**src/rtl/pic_fetch_pkg.sv**
```systemverilog
// Shared types, opcode decode constants and helpers for the PC/fetch stage
// of the 14-bit-instruction core.
package pic_fetch_pkg;

  typedef logic [12:0] pc_t;
  typedef logic [13:0] instr_t;

  localparam instr_t NOP_WORD_DEF = 14'h0000;

  // GOTO   10_1kkk_kkkk_kkkk
  localparam instr_t GOTO_MASK   = 14'h3800;
  localparam instr_t GOTO_VAL    = 14'h2800;
  // CALL   10_0kkk_kkkk_kkkk
  localparam instr_t CALL_MASK   = 14'h3800;
  localparam instr_t CALL_VAL    = 14'h2000;
  // RETURN 00_0000_0000_1000
  localparam instr_t RETURN_MASK = 14'h3FFF;
  localparam instr_t RETURN_VAL  = 14'h0008;
  // RETFIE 00_0000_0000_1001
  localparam instr_t RETFIE_MASK = 14'h3FFF;
  localparam instr_t RETFIE_VAL  = 14'h0009;
  // RETLW  11_01xx_kkkk_kkkk
  localparam instr_t RETLW_MASK  = 14'h3C00;
  localparam instr_t RETLW_VAL   = 14'h3400;

  function automatic logic op_match(input instr_t w, input instr_t mask, input instr_t val);
    return (w & mask) == val;
  endfunction

  function automatic logic is_ret(input instr_t w);
    return op_match(w, RETURN_MASK, RETURN_VAL) ||
           op_match(w, RETFIE_MASK, RETFIE_VAL) ||
           op_match(w, RETLW_MASK,  RETLW_VAL);
  endfunction

endpackage

```
**src/rtl/pic_hw_stack.sv**
```systemverilog
// Hardware return stack. Circular buffer of DEPTH program addresses; push
// and pop both wrap modulo DEPTH, so overflow silently overwrites the
// oldest entry and underflow reads the slot below the pointer.
// Optional feature macro: STACK_OVF_FLAG_EN adds an occupancy counter and
// sticky overflow/underflow flags (cleared only by reset).
// Ports:
//   clk_i, rst_n_i   clock / async active-low reset
//   push_i, pop_i    stack operations (never both in one cycle)
//   push_dat_i       address to push
//   top_o            entry at ptr-1 (value a pop returns)
//   ptr_o            next free slot
//   ovf_o, unf_o     sticky flags (STACK_OVF_FLAG_EN only)
module pic_hw_stack
  import pic_fetch_pkg::*;
#(
  parameter int unsigned DEPTH = 8
) (
  input  logic                     clk_i,
  input  logic                     rst_n_i,
  input  logic                     push_i,
  input  logic                     pop_i,
  input  logic [12:0]              push_dat_i,
  output logic [12:0]              top_o,
  output logic [$clog2(DEPTH)-1:0] ptr_o
`ifdef STACK_OVF_FLAG_EN
  ,
  output logic                     ovf_o,
  output logic                     unf_o
`endif
);

  localparam int unsigned PW = $clog2(DEPTH);

  logic [PW-1:0] ptr_q, ptr_d;
  logic [PW-1:0] rd_idx;
  pc_t           mem_q [DEPTH];

  always_comb begin
    ptr_d = ptr_q;
    if (push_i)
      ptr_d = ptr_q + PW'(1);
    else if (pop_i)
      ptr_d = ptr_q - PW'(1);
  end

  always_ff @(posedge clk_i or negedge rst_n_i) begin
    if (!rst_n_i) begin
      ptr_q <= '0;
      for (int unsigned i = 0; i < DEPTH; i++)
        mem_q[i] <= '0;
    end else begin
      ptr_q <= ptr_d;
      if (push_i)
        mem_q[ptr_q] <= push_dat_i;
    end
  end

  assign rd_idx = ptr_q - PW'(1);
  assign top_o  = mem_q[rd_idx];
  assign ptr_o  = ptr_q;

`ifdef STACK_OVF_FLAG_EN
  localparam int unsigned OW = $clog2(DEPTH + 1);

  logic [OW-1:0] occ_q, occ_d;
  logic          ovf_q, ovf_d, unf_q, unf_d;

  // Occupancy saturates at DEPTH / 0; the pointer keeps wrapping regardless.
  always_comb begin
    occ_d = occ_q;
    ovf_d = ovf_q;
    unf_d = unf_q;
    if (push_i) begin
      if (occ_q == OW'(DEPTH))
        ovf_d = 1'b1;
      else
        occ_d = occ_q + OW'(1);
    end else if (pop_i) begin
      if (occ_q == '0)
        unf_d = 1'b1;
      else
        occ_d = occ_q - OW'(1);
    end
  end

  always_ff @(posedge clk_i or negedge rst_n_i) begin
    if (!rst_n_i) begin
      occ_q <= '0;
      ovf_q <= 1'b0;
      unf_q <= 1'b0;
    end else begin
      occ_q <= occ_d;
      ovf_q <= ovf_d;
      unf_q <= unf_d;
    end
  end

  assign ovf_o = ovf_q;
  assign unf_o = unf_q;
`endif

endmodule

```
**src/rtl/pic_pc_fetch.sv**
```systemverilog
// Program counter and fetch stage. Latches the word at pc_reg into the
// fetch register, early-decodes GOTO/CALL/RETURN/RETFIE/RETLW so the branch
// target is fetched on the very next cycle, and drives the return stack.
// Optional feature macro: STACK_OVF_FLAG_EN (adds stk_ovf_o / stk_unf_o).
// Ports:
//   clk_i, pon_rst_n_i  clock / async active-low power-on reset
//   stall_i             hold all state this cycle
//   prog_dat_i          instruction word at pc_reg (asynchronous memory)
//   pclath_i            bits [4:3] supply GOTO/CALL target bits [12:11]
//   skip_i              squash the word being fetched now
//   irq_i               interrupt request (level)
//   pc_reg              current fetch address
//   instr_o             fetch register
//   instr_valid_o       instr_o is a real instruction
//   stack_ptr_o         next free return-stack slot
//   stk_ovf_o/stk_unf_o sticky stack overflow/underflow (optional)
module pic_pc_fetch
  import pic_fetch_pkg::*;
#(
  parameter pc_t         RESET_VECTOR = 13'h0000,
  parameter pc_t         IRQ_VECTOR   = 13'h0004,
  parameter int unsigned STACK_DEPTH  = 8,
  parameter instr_t      NOP_WORD     = NOP_WORD_DEF
) (
  input  logic                           clk_i,
  input  logic                           pon_rst_n_i,
  input  logic                           stall_i,
  input  logic [13:0]                    prog_dat_i,
  input  logic [4:0]                     pclath_i,
  input  logic                           skip_i,
  input  logic                           irq_i,
  output logic [12:0]                    pc_reg,
  output logic [13:0]                    instr_o,
  output logic                           instr_valid_o,
  output logic [$clog2(STACK_DEPTH)-1:0] stack_ptr_o
`ifdef STACK_OVF_FLAG_EN
  ,
  output logic                           stk_ovf_o,
  output logic                           stk_unf_o
`endif
);

  pc_t    pc_q, pc_d;
  instr_t instr_q, instr_d;
  logic   valid_q, valid_d;

  logic   push, pop;
  pc_t    push_dat;
  pc_t    stk_top;
  pc_t    pc_inc;
  pc_t    jmp_tgt;

  // Only the upper PCLATH bits take part in GOTO/CALL targets.
  logic   unused_pclath;
  assign unused_pclath = ^pclath_i[2:0];

  assign pc_inc  = pc_q + 13'd1;
  assign jmp_tgt = {pclath_i[4:3], prog_dat_i[10:0]};

  always_comb begin
    pc_d     = pc_q;
    instr_d  = instr_q;
    valid_d  = valid_q;
    push     = 1'b0;
    pop      = 1'b0;
    push_dat = pc_inc;
    if (!stall_i) begin
      if (irq_i) begin
        // Current word is discarded and refetched after RETFIE.
        push     = 1'b1;
        push_dat = pc_q;
        pc_d     = IRQ_VECTOR;
        instr_d  = NOP_WORD;
        valid_d  = 1'b0;
      end else if (skip_i) begin
        pc_d    = pc_inc;
        instr_d = NOP_WORD;
        valid_d = 1'b0;
      end else begin
        instr_d = prog_dat_i;
        valid_d = 1'b1;
        if (op_match(prog_dat_i, GOTO_MASK, GOTO_VAL)) begin
          pc_d = jmp_tgt;
        end else if (op_match(prog_dat_i, CALL_MASK, CALL_VAL)) begin
          push = 1'b1;
          pc_d = jmp_tgt;
        end else if (is_ret(prog_dat_i)) begin
          pop  = 1'b1;
          pc_d = stk_top;
        end else begin
          pc_d = pc_inc;
        end
      end
    end
  end

  always_ff @(posedge clk_i or negedge pon_rst_n_i) begin
    if (!pon_rst_n_i) begin
      pc_q    <= RESET_VECTOR;
      instr_q <= NOP_WORD;
      valid_q <= 1'b0;
    end else begin
      pc_q    <= pc_d;
      instr_q <= instr_d;
      valid_q <= valid_d;
    end
  end

  pic_hw_stack #(
    .DEPTH (STACK_DEPTH)
  ) u_stack (
    .clk_i      (clk_i),
    .rst_n_i    (pon_rst_n_i),
    .push_i     (push),
    .pop_i      (pop),
    .push_dat_i (push_dat),
    .top_o      (stk_top),
    .ptr_o      (stack_ptr_o)
`ifdef STACK_OVF_FLAG_EN
    ,
    .ovf_o      (stk_ovf_o),
    .unf_o      (stk_unf_o)
`endif
  );

  assign pc_reg        = pc_q;
  assign instr_o       = instr_q;
  assign instr_valid_o = valid_q;

endmodule
```
**config.mk**
```make
export PLATFORM = sky130hd
export DESIGN_NAME = pic_pc_fetch
export DESIGN_NICKNAME = d
export VERILOG_FILES = /design/src/rtl/pic_fetch_pkg.sv /design/src/rtl/pic_hw_stack.sv /design/src/rtl/pic_pc_fetch.sv
export SDC_FILE = /design/constraint.sdc
export NUM_CORES = 1
export LEC_CHECK = 0
export ABC_AREA = 1
export CORE_MARGIN = 3
export CORE_UTILIZATION = 50
export DETAILED_ROUTE_END_ITERATION = 7
export GPL_ROUTABILITY_DRIVEN = 0
export PLACE_DENSITY = 0.7
export REMOVE_ABC_BUFFERS = 1
export SKIP_LAST_GASP = 1
export SYNTH_ARGS = -nofsm -noshare
export SYNTH_HDL_FRONTEND = slang
export SYNTH_HIERARCHICAL = 1
export SYNTH_SLANG_ARGS = --single-unit
```
**constraint.sdc**
```tcl
create_clock -name clk_i -period 2.3 [get_ports clk_i]
set_input_delay 0.46 -clock clk_i [delete_from_list [all_inputs] [get_ports clk_i]]
set_output_delay 0.46 -clock clk_i [all_outputs]
set_load 0.01 [all_outputs]
```
==> results of run 1 <==
==> cell families (layout without fill, tap and decap cells) <==
kind of cell	after synthesis	after routing	share of synthesized area
XOR/XNOR	7	7	0.0103
AND/OR/NAND/NOR	518	518	0.294
flip-flops	135	135	0.455
adder cells (fa/ha/maj)	3	3	0.00506
AO/OA/AOI/OAI	160	160	0.122
buffers and inverters	203	291	0.113
==> stage by stage <==
| step | std cells | hold slack (ns) |
|---|---|---|
| 6_report | 1294 | 0.0169 |
| 3_3_place_gp | 1262 | 0.466 |
| 3_5_place_dp | 1262 | 0.470 |
| 2_1_floorplan | 982 | 0.164 |
| 5_1_grt | 1294 | 0.0602 |
| 4_1_cts | 1294 | 0.0462 |
==> where the power goes <==
group          leakage, nW  internal (mW)  switching, mW
logic                 2.45           1.75           3.08
clock network        0.309           1.94           1.04
registers             1.76           3.20          0.455
total                 4.51           6.90           4.57
==> worst min path at each step <==
stage,depth (start not counted),startpoint,end
after global placement,2,u_stack/mem_q[56],u_stack/mem_q[56]
after detailed placement,2,instr_valid_o,instr_valid_o
after global routing,1,pon_rst_n_i,u_stack/mem_q[71]
final,1,pon_rst_n_i,u_stack/mem_q[58]
after CTS,1,pon_rst_n_i,u_stack/mem_q[71]
after floorplan,0,pon_rst_n_i,instr_o[0]
==> worst register-to-register path, delay by kind of cell (launching register included) <==
family        cells  cell delay [ns]
buf+inv           4             0.63
simple gates      9             0.59
fa+ha+maj         1             0.26
flops             1             0.38
==> layer usage <==
layer / up-vias / part of all wire / global-route usage
met3: 40 / 0.057 / 0.0433
met2: 196 / 0.47 / 0.416
met4: 0 / 0.026 / 0.104
li1: 3343 / - / -
met1: 3143 / 0.45 / 0.349
met5: - / 0 / 0
==> cell type report <==
cell class	instances	share of cell area
inverter	159	0.0657
timing repair buffer	100	0.113
sequential	135	0.372
tap	180	0.0248
clock inverter	13	0.0222
multi-input combinational	688	0.353
clock buffer	19	0.0488
==> cell usage in the layout, fill, tap and decap left out, drive strengths merged, types with 2 or more instances in the layout <==
cell type	synthesis	layout
clkinvlp	0	3
clkinv	1	5
nand4	5	5
xor2	5	5
a21oi	10	10
bufinv	0	5
nand2	402	402
dfrtp	135	135
ha	3	3
nor2	30	30
clkbuf	9	19
inv	158	159
nand3	80	80
a221oi	2	2
buf	35	50
o21ai	136	136
o21bai	2	2
xnor2	2	2
clkdlybuf4s50	0	50
a32o	6	6
==> summary.md, run 1 <==
| Metric | Value |
|---|---|
| CP required | `1.84 ns` |
| Synth Warn # | `6` |
| Largest net degree at the start of global routing | `64` |
| Area occupied by multi-input gates | `3200 sq um` |
| Total number of vias | `6722` |
| Starting density of the core | `0.522` |
| Final min period | `2.14 ns` |
| Worst flop-to-flop path startpoint | `u_stack/ptr_o[1]` |
| Area growth syn-to-layout | `22.4%` |
| Post-DP HPWL | `13200 um` |
| Port Buffer Count | `51` |
| Largest stage delay, worst path | `0.59 ns` |
| Cell variety after synth | `37` |
| Area contributors post-synth | `dfrtp_1 46%, nand2_1 20%, inv_1 7.6%` |
| Worst Skew | `0.0103 ns` |
| Post-route DRC | `0` |
| Final instance area | `9080 sq um` |
| Global-route wire length before repair | `32900 um` |
| Pleak | `4.51 nW` |
| Worst setup slack after layout | `0.157 ns` |
| First-pass DRT Iterations | `5` |
| Reg-to-reg endpoint | `pc_reg[12]` |
| Slowest-stage cell, CP | `clkdlybuf4s50_1` |
| Crit path from | `u_stack/ptr_o[0]` |
| Synthesized cell area | `7420 sq um` |
| Post-synth ARST share | `1.00` |
| Global-route usage over all layers | `0.258` |
| Setup tns final | `0 ns` |
| Max FFs per register | `104` |
| Critical path, cell by cell | `buf_12 > clkdlybuf4s50_1` |
| Arr. time, crit path | `1.68 ns` |
| Core Rows | `43` |
| Grt ovf | `0` |
| CTS root buf | `clkbuf_16` |
| Final Hold Vio Count | `0` |
| Avg Inst Size Synth | `7.23 sq um` |
| Std-Cell Core Area | `14200 sq um` |
| FF+latch count, synth | `135` |
| Skew-Pair Late Insertion Delay | `0.43 ns` |
| CTS Hold Bufs | `0` |
| Final setup violation count | `0` |
| Power per Cell Area | `1260 nW/um^2` |
| WP depth | `2` |
| Worst Hold Class | `in -> async` |
| FMAX | `467 MHz` |
| Max-slew headroom | `0.574` |
| Clock Sinks | `135` |
| Initial antenna violation count | `0` |
| Final core occ | `0.639` |
| Pwr Total | `11.5 mW` |
| Vias in the first global route | `6332` |
| Synth Flop Type | `dfrtp_1` |
| I/O pin cnt | `55` |
| Synth area leader | `dfrtp_1` |
| Flop2flop setup slack | `0.36 ns` |
| Routed wire per std cell | `15.5 um` |
| Cts repair resizes | `0` |
| Num CTS Buffers | `17` |
| Layout cell share with drive strength beyond 1 | `0.121` |
| Sequential share of the synthesized area | `0.455` |
| Kind of critical path | `reg -> out` |
| Clock transition at path regs | `0.06 ns` |
| Unrepaired setup endpoints after global routing | `false` |
| Final WL | `20000 um` |
| Mapped Cells | `1026` |
| Final worst-path cycle share | `0.932` |
| Final #Nets | `1128` |
| Worst VDD drop | `1.10 mV` |
| FF/Latch Area | `3380 sq um` |
| Buffers and inverters on the worst path | `2` |
| Crit path max-delay family | `buffers and inverters` |
| Maxcap violations | `0` |
| Most numerous cell in the Yosys netlist | `nand2_1` |
| Number of diodes | `0` |
| Slew @ Worst Pin | `0.638 ns` |
| Die W | `128 um` |
| Top-area cell type share of the netlist area | `0.455` |
| CP Capture Type | `primary output` |
| CP max FO | `56` |
| Routed Antenna Nets | `0` |
| Slew Limit Fails | `0` |
| Top post-synthesis cells by count | `387 x nand2_1, 151 x inv_1, 135 x dfrtp_1` |
| Worst Reg-to-Reg Cells | `14` |
| Status | `completed` |
| Die H | `128 um` |
| CTS tree | `built` |
| Number of synthesized flops with an enable pin | `0` |
| Setup Buffers After CTS | `0` |
| H-tree depth | `4` |
| Via density | `5.19` |
| Max clock buf depth | `2` |
| Filler cells | `1297` |
| Setup WS pre-CTS | `-0.0327 ns` |
| Die area | `16300 sq um` |
| CP Launch Type | `flop` |
| Detailed Route Iter0 Violations | `483` |
| Worst setup path endpoint | `stack_ptr_o[0]` |
| Post-Place Cell Area | `8430 sq um` |
No activity file was read; power rests on OpenSTA's default activity.
==> run 2, diff against run 1 <==
--- a/config.mk
+++ b/config.mk
@@ -6,7 +6,7 @@
 export NUM_CORES = 1
 export LEC_CHECK = 0
 export ABC_AREA = 1
-export CORE_MARGIN = 3
+export CORE_MARGIN = 2
 export CORE_UTILIZATION = 50
 export DETAILED_ROUTE_END_ITERATION = 7
 export GPL_ROUTABILITY_DRIVEN = 0
==> run 2 against run 1 <==
Net effect:
- critical path depth did not move
- utilization fell by 2.2 points
- maximum frequency rose by 0.34%
- count of clock-buffer cells in the layout rose by 5
- largest power group unchanged
- total power fell by 3.4%
- via count fell by 1.4%
- first-iteration DRC count fell by 20%
==> summary.md, run 2 (synthesis results as in run 1) <==
| Metric | Value |
|---|---|
| Status | `completed` |
| Slew Limit Fails | `0 (unchanged)` |
| First-pass DRT Iterations | `5 (unchanged)` |
| Largest stage delay, worst path | `0.59 ns (about the same)` |
| Max FFs per register | `104 (unchanged)` |
| FMAX | `468 MHz (+0.34%)` |
| Vias in the first global route | `6421 (+1.4%)` |
| CP Launch Type | `flop` |
| Total number of vias | `6628 (-1.4%)` |
| Unrepaired setup endpoints after global routing | `false` |
| Cts repair resizes | `0 (unchanged)` |
| Post-DP HPWL | `13000 um (-1.5%)` |
| Final instance area | `8960 sq um (-1.2%)` |
| Number of diodes | `0 (unchanged)` |
| Area growth syn-to-layout | `20.8%` |
| Port Buffer Count | `51 (unchanged)` |
| Area occupied by multi-input gates | `3200 sq um (unchanged)` |
| Max clock buf depth | `2 (unchanged)` |
| Detailed Route Iter0 Violations | `388 (-20%)` |
| Pleak | `4.46 nW (-1.2%)` |
| CP max FO | `56 (unchanged)` |
| Global-route wire length before repair | `32800 um (-0.19%)` |
| CP Capture Type | `primary output` |
| CP required | `1.84 ns (about the same)` |
| Final WL | `19700 um (-1.7%)` |
| Slowest-stage cell, CP | `clkdlybuf4s50_1` |
| Reg-to-reg endpoint | `pc_reg[12]` |
| Final min period | `2.14 ns (-0.00716 ns)` |
| Routed Antenna Nets | `0 (unchanged)` |
| Final setup violation count | `0 (unchanged)` |
| Largest net degree at the start of global routing | `61 (-4.7%)` |
| Final worst-path cycle share | `0.929 (-0.00311)` |
| Core Rows | `44 (+2.3%)` |
| Worst hold slack | `0.0332 ns (+0.0163 ns)` |
| Maxcap violations | `0 (unchanged)` |
| Worst Hold Class | `in -> async` |
| CTS tree | `built` |
| Skew-Pair Late Insertion Delay | `0.42 ns (about the same)` |
| Critical path, cell by cell | `buf_12 > clkdlybuf4s50_1` |
| Power per Cell Area | `1240 nW/um^2 (-2.2%)` |
| Post-Place Cell Area | `8390 sq um (-0.47%)` |
| CTS Hold Bufs | `0 (unchanged)` |
| Clock Sinks | `135 (unchanged)` |
| Setup Buffers After CTS | `0 (unchanged)` |
| Kind of critical path | `reg -> out` |
| Routed wire per std cell | `15.2 um (-1.5%)` |
| Starting density of the core | `0.510 (-0.0119)` |
| Grt ovf | `0 (unchanged)` |
| Num CTS Buffers | `17 (unchanged)` |
| Initial antenna violation count | `0 (unchanged)` |
| Layout cell share with drive strength beyond 1 | `0.116 (-0.00566)` |
| Max-slew headroom | `0.562 (-0.0125)` |
| Setup WS pre-CTS | `-0.0828 ns (-0.0501 ns)` |
| H-tree depth | `4 (unchanged)` |
| Via density | `5.13 (-1.2%)` |
| Arr. time, crit path | `1.68 ns (about the same)` |
| Filler cells | `1363 (+5.1%)` |
| Final #Nets | `1122 (-0.53%)` |
| Most frequent cells in the layout | `387 x nand2_1, 151 x inv_1, 134 x dfrtp_1` |
| Commonest non-fill, non-tap cell in the layout | `nand2_1` |
| I/O pin cnt | `55 (unchanged)` |
| CTS root buf | `clkbuf_16` |
| Die area | `15800 sq um (-3.1%)` |
| Slew @ Worst Pin | `0.658 ns (+0.0194 ns)` |
| Worst setup slack after layout | `0.164 ns (+0.00716 ns)` |
| Die W | `126 um (-1.6%)` |
| Worst Skew | `0.00766 ns (-0.00267 ns)` |
| Worst VDD drop | `0.861 mV (-21%)` |
| Std-Cell Core Area | `14500 sq um (+2.3%)` |
| Worst Reg-to-Reg Cells | `12 (-2)` |
| FF/Latch Area | `3380 sq um (unchanged)` |
| Die H | `126 um (-1.6%)` |
| Flop2flop setup slack | `0.35 ns (about the same)` |
| Final Hold Vio Count | `0 (unchanged)` |
| Worst flop-to-flop path startpoint | `u_stack/ptr_o[0]` |
| Post-route DRC | `0 (unchanged)` |
| Clock transition at path regs | `0.05 ns (about the same)` |
| Global-route usage over all layers | `0.263 (+0.00476)` |
run 2: how the worst max path moves through the flow:
stage / start / to / slack, ns / depth (start not counted)
final: u_stack/ptr_o[0] / stack_ptr_o[0] / 0.16 / 2
after global routing: u_stack/ptr_o[0] / stack_ptr_o[0] / 0.09 / 2
after CTS: u_stack/ptr_o[0] / stack_ptr_o[0] / 0.13 / 2
after detailed placement: prog_dat_i[13] / u_stack/mem_q[46] / -0.08 / 12
after global placement: prog_dat_i[13] / u_stack/mem_q[20] / -0.03 / 12
after floorplan: u_stack/ptr_o[0] / pc_reg[11] / -1.41 / 13
run 2: metrics by stage:
| stage | util | setup TNS [ns] | total power, mW | std cells |
|---|---|---|---|---|
| after floorplan | - | -20.29 | 6.76 | 982 |
| after global placement | 0.577 | -0.633 | 8.36 | 1260 |
| after detailed placement | 0.577 | -3.32 | 8.46 | 1260 |
| after CTS | 0.617 | 0 | 11.1 | 1292 |
| after global routing | 0.617 | 0 | 12.0 | 1292 |
| final | 0.617 | 0 | 11.1 | 1292 |
run 2: cell type report:
cell class,instances,area share
clock inverters,8,0.00782
repair buffers,94,0.110
clock buffers,24,0.0560
well taps,184,0.0257
multi-input cells,688,0.357
flip-flops and latches,135,0.377
inverters,159,0.0666
run 2: power by group:
group | switching (mW) | total [mW] | leakage (nW) | internal [mW]
logic | 3.07 | 4.81 | 2.42 | 1.75
registers | 0.448 | 3.65 | 1.76 | 3.20
clock network | 0.994 | 2.61 | 0.282 | 1.62
run 2: routing by layer:
layer  share of wire  wire (um)  up-vias  track usage
met4           0.022        425        0       0.0776
met5               0          0        -            0
li1                -          -     3323            -
met1            0.46       8960     3101        0.358
met3           0.055       1080       35       0.0667
met2            0.47       9210      169        0.421
run 2: critical path, delay by kind of cell (launching register included):
kind | cells | cell delay [ns]
buffers and inverters | 2 | 0.85
flip-flops | 1 | 0.39
==> run 3, diff against run 2 <==
--- a/config.mk
+++ b/config.mk
@@ -6,7 +6,8 @@
 export NUM_CORES = 1
 export LEC_CHECK = 0
 export ABC_AREA = 1
-export CORE_MARGIN = 2
+export ABC_CLOCK_PERIOD_IN_PS = 2300
+export CORE_MARGIN = 5
 export CORE_UTILIZATION = 50
 export DETAILED_ROUTE_END_ITERATION = 7
 export GPL_ROUTABILITY_DRIVEN = 0
==> run 3 against run 2 <==
Net effect:
- via count increased by 1.8%
- global-route usage decreased by 2.0 points
- die area increased by 9.8%
- wire length increased by 3.2%
- clock skew about the same
- first-iteration DRC count increased by 39%
- sequential power about the same
- largest power group unchanged
- non-clock buffer count increased by 2
- sequential share of layout area decreased by 0.62 points
- worst setup slack got worse by 0.043 ns
- largest cell class unchanged
- utilization increased by 1.0 points
- register-to-register slack got worse by 0.06 ns
==> summary.md, run 3 (synthesis results as in run 1) <==
| Metric | Value |
|---|---|
| Initial antenna violation count | `0 (unchanged)` |
| CP Launch Type | `flop` |
| Unrepaired setup endpoints after global routing | `false` |
| Setup tns final | `0 ns (unchanged)` |
| Global-route wire length before repair | `34100 um (+3.8%)` |
| Total number of vias | `6748 (+1.8%)` |
| Worst Reg-to-Reg Cells | `12 (unchanged)` |
| Skew-Pair Late Insertion Delay | `0.43 ns (about the same)` |
| CP Capture Type | `primary output` |
| Reg-to-reg endpoint | `pc_reg[12]` |
| Slew @ Worst Pin | `0.666 ns (+0.00876 ns)` |
| Final WL | `20300 um (+3.2%)` |
| Worst Hold Class | `in -> async` |
| CTS Hold Bufs | `0 (unchanged)` |
| Pleak | `4.53 nW (+1.6%)` |
| Grt ovf | `0 (unchanged)` |
| Post-route DRC | `0 (unchanged)` |
| Kind of critical path | `reg -> out` |
| Vias in the first global route | `6472 (+0.79%)` |
| Arr. time, crit path | `1.72 ns (+0.04 ns)` |
| Starting density of the core | `0.510 (unchanged)` |
| Clock transition at path regs | `0.06 ns (about the same)` |
| Largest net degree at the start of global routing | `61 (unchanged)` |
| CTS root buf | `clkbuf_16` |
| Final min period | `2.18 ns (+0.0430 ns)` |
| Crit path from | `u_stack/ptr_o[0]` |
| Worst flop-to-flop path startpoint | `u_stack/ptr_o[0]` |
| Final instance area | `9110 sq um (+1.7%)` |
| Max FFs per register | `104 (unchanged)` |
| Setup Buffers After CTS | `0 (unchanged)` |
| Worst VDD drop | `0.943 mV (+9.5%)` |
| I/O pin cnt | `55 (unchanged)` |
| Clock Sinks | `135 (unchanged)` |
| Layout cell share with drive strength beyond 1 | `0.118 (+0.00249)` |
| H-tree depth | `4 (unchanged)` |
| Post-DP HPWL | `13100 um (+1.4%)` |
| Global-route usage over all layers | `0.243 (-0.0197)` |
| Worst setup path endpoint | `stack_ptr_o[0]` |
| Via density | `5.21 (+1.7%)` |
| Status | `completed` |
| CP required | `1.84 ns (about the same)` |
| Most frequent cells in the layout | `387 x nand2_1, 151 x inv_1, 134 x dfrtp_1` |
| CP max FO | `56 (unchanged)` |
| Slew Limit Fails | `0 (unchanged)` |
| Core Rows | `44 (unchanged)` |
| Cells after DPL | `1262 (+0.16%)` |
| Port Buffer Count | `51 (unchanged)` |
| Final #Nets | `1124 (+0.18%)` |
| Die area | `17400 sq um (+9.8%)` |
| Routed wire per std cell | `15.7 um (+3.0%)` |
| Worst Skew | `0.00798 ns (+0.000319 ns)` |
| Die H | `132 um (+4.8%)` |
| Max-slew headroom | `0.555 (-0.00633)` |
| Routed Antenna Nets | `0 (unchanged)` |
| Std-Cell Core Area | `14500 sq um (unchanged)` |
| Final worst-path cycle share | `0.947 (+0.0187)` |
| Final Instance Count excl. Fillers | `1294 (+0.15%)` |
| Flop2flop setup slack | `0.29 ns (-0.06 ns)` |
| Number of diodes | `0 (unchanged)` |
| Power per Cell Area | `1290 nW/um^2 (+4.7%)` |
| Area growth syn-to-layout | `22.9%` |
| Maxcap violations | `0 (unchanged)` |
| CTS tree | `built` |
| Commonest non-fill, non-tap cell in the layout | `nand2_1` |
| FMAX | `459 MHz (-2.0%)` |
| Max clock buf depth | `2 (unchanged)` |
| Final core occ | `0.627 (+0.0102)` |
| Cts repair resizes | `0 (unchanged)` |
| Final setup violation count | `0 (unchanged)` |
| Num CTS Buffers | `17 (unchanged)` |
| First-pass DRT Iterations | `5 (unchanged)` |
| Die W | `132 um (+4.8%)` |
| Detailed Route Iter0 Violations | `541 (+39%)` |
| Final Hold Vio Count | `0 (unchanged)` |
| Post-Place Cell Area | `8420 sq um (+0.33%)` |
-- run 3: cell types whose count changed in the layout (fill, tap and decap cells not counted), moves of 2 or more --
cell / change
clkbuf_8: -4
clkinv_2: -2
bufinv_16: +6
clkinv_4: +2
-- run 3: worst min path at each step --
stage / to
after global placement: instr_valid_o
after floorplan: instr_o[0]
final: u_stack/mem_q[84]
after detailed placement: instr_valid_o
after global routing: u_stack/mem_q[84]
after CTS: u_stack/mem_q[84]
-- run 3: layout make-up --
| cell class | instances | area, sq um |
|---|---|---|
| fillers | 1278 | 5420 |
| flip-flops and latches | 135 | 3380 |
| multi-input cells | 688 | 3200 |
| repair buffers | 96 | 1010 |
| inverters | 159 | 597 |
| clock buffers | 19 | 443 |
| clock inverters | 13 | 250 |
| well taps | 184 | 230 |
-- run 3: critical path, stage by stage (launching register included) --
cell             delay [ns]
dfrtp_2                0.39
buf_12                 0.28
clkdlybuf4s50_1        0.60
-- run 3: through the flow --
step / worst slack (ns) / power (mW) / hold slack (ns)
finish: 0.121 / 11.8 / 0.0154
global route: 0.0481 / 12.7 / 0.0594
CTS: 0.106 / 11.8 / 0.0373
detailed placement: -0.0326 / 8.50 / 0.470
global placement: -0.00371 / 8.41 / 0.465
floorplan: -1.41 / 6.76 / 0.164
-- run 3: routing by layer --
layer  track usage  vias to the layer above  wire [um]
li1              -                     3333          -
met1         0.326                     3167       8940
met2         0.395                      206       9770
met3        0.0573                       42       1240
met4        0.0743                        0        362
met5             0                        -          0
-- run 3: where the power goes --
group	total [mW]	internal, mW	leakage (nW)	switching [mW]
logic	4.92	1.77	2.44	3.15
registers	3.67	3.20	1.76	0.464
clock network	3.20	2.17	0.337	1.04
total	11.8	7.14	4.53	4.65
==> patch (flow settings as in run 1) <==
Add a define of `STACK_OVF_FLAG_EN`.
--- a/src/rtl/pic_hw_stack.sv
+++ b/src/rtl/pic_hw_stack.sv
@@ -10,6 +10,8 @@
 //   top_o            entry at ptr-1 (value a pop returns)
 //   ptr_o            next free slot
 //   ovf_o, unf_o     sticky flags (STACK_OVF_FLAG_EN only)
+`define STACK_OVF_FLAG_EN
+
 module pic_hw_stack
   import pic_fetch_pkg::*;
 #(
Formal check against the unedited RTL (old outputs only; new: stk_ovf_o and stk_unf_o): equivalent (Yosys induction, for registers that start in step).
==> patch against run 1 <==
Via count is 2.8% lower. Setup slack worse by 65 ps. Area after synthesis is 0.30% higher. Power fell by 1.4%. Cell area shrank 1.0%. Maximum frequency down 3.0%. Routed wire length fell by 6.0%. Sequential cell count up 6. Highest routed layer unchanged. Count of clock-buffer cells in the layout increased by 1.
==> patch: results (changes against run 1) <==
synthesized flop and latch total - 141 (+4.4%)
Switching Share - 40.07% (+0.21 points)
Non-clk invs - 73 (-54%)
met3 wire len - 864 um (-24%)
buffering overhead - 11.72% (+0.38 points)
multi-input logic portion of the cell area - 37.00% (+1.7 points)
Max Clock Skew - 6.682 ps (-3.641 ps)
share of layout cells above drive strength 1 - 11.50% (-0.62 points)
Met1 Wirelength - 8538 um (-4.2%)
hold_ws - 463.0 ps (+446.2 ps)
synth unique cells - 41 (+11%)
comb_multi_in - 704 (+2.3%)
Non-Filler Instances - 1232 (-4.8%)
startpoint types - flip-flop
PortBufs - 53 (+3.9%)
initial DRC count - 583 (+21%)
Hold WC Path Type - flip-flop to flip-flop
Tmin final - 2209 ps (+65.42 ps)
pre-CTS setup slack - -296.7 ps (-264.0 ps)
met2 wire length - 9236 um (-2.2%)
Pint - 6.778 mW (-1.7%)
synthesized area per cell - 7.719 sq um (+6.8%)
M2 GR Usage - 38.91% (-2.7 points)
cell count of the worst reg-to-reg path - 15 (+1)
drt total wl - 18810 um (-6.0%)
asr flop ratio synth - 100.0% (unchanged)
FF+latch area - 3528 sq um (+4.4%)
Reg2Reg Setup Slack - 230 ps (-130 ps)
Antenna Cells - 0 (unchanged)
peak supply drop - 990.6 uV (-9.6%)
Non-clock buffers - 103 (+3.0%)
Worst Path Max Fanout - 43 (-23%)
Slew HR - 68.04% (+11 points)
vias in the first global route - 6298 (-0.54%)
first-pass GRT wire length - 31600 um (-3.9%)
commonest cells in the synthesized netlist - 317 x nand2_1, 150 x o21ai_0, 141 x dfrtp_1
status - completed
# clk buffers - 20 (+1)
WP data arrival - 1750 ps (+70 ps)
nets - 1070 (-5.1%)
register area share after synthesis - 47.42% (+1.9 points)
Post-DP Area - 8384 sq um (-0.58%)
final HPWL from detailed placement - 12650 um (-3.9%)
final core utilization - 63.27% (-0.64 points)
top cells by area in the synthesized netlist - dfrtp_1 47%, nand2_1 16%, o21ai_0 10%, nor2_1 4.9%, inv_1 3.4%
met1 global-route usage - 33.60% (-1.3 points)
met3 GRT Util - 5.167% (+0.83 points)
R2R Path Start - u_stack/ptr_o[0]
overall global routing resource usage - 24.16% (-1.7 points)
Seq pwr share - 34.3% (+2.4 points)
Layout clock area frac - 6.461% (-0.64 points)
largest net degree at the start of global routing - 67 (+4.7%)
DR vias/cell - 5.305 (+2.1%)
Leak - 4.308 nW (-4.5%)
==> patch: cell count changes in the layout (fill, tap and decap cells not counted), moves of 3 or more <==
cell | before | now
bufinv_16 | 5 | 2
clkinv_2 | 4 | 0
dfrtp_1 | 134 | 141
inv_1 | 151 | 66
inv_6 | 1 | 4
nand2_1 | 387 | 317
nand3_1 | 78 | 26
nor2_1 | 17 | 97
o211ai_1 | 1 | 13
o21ai_0 | 93 | 150
o21ai_1 | 32 | 24
o21ai_2 | 11 | 1
==> patch: logic make-up after synthesis <==
group,share of synthesized area [%]
DFF,47.42
adders and majority gates,1.110
xor gates and xnor gates,1.261
AOI/OAI and AO/OA,15.89
buffers and inverters,7.970
and+or+nand+nor,26.35
==> patch: timing repair <==
item / CTS / global route
setup endpoints to repair: 1 / 14
endpoints found under the hold margin: 32 / 0
hold buffers: 1 / 0
resized for setup: 1 / 2
buffers inserted: 0 / 0
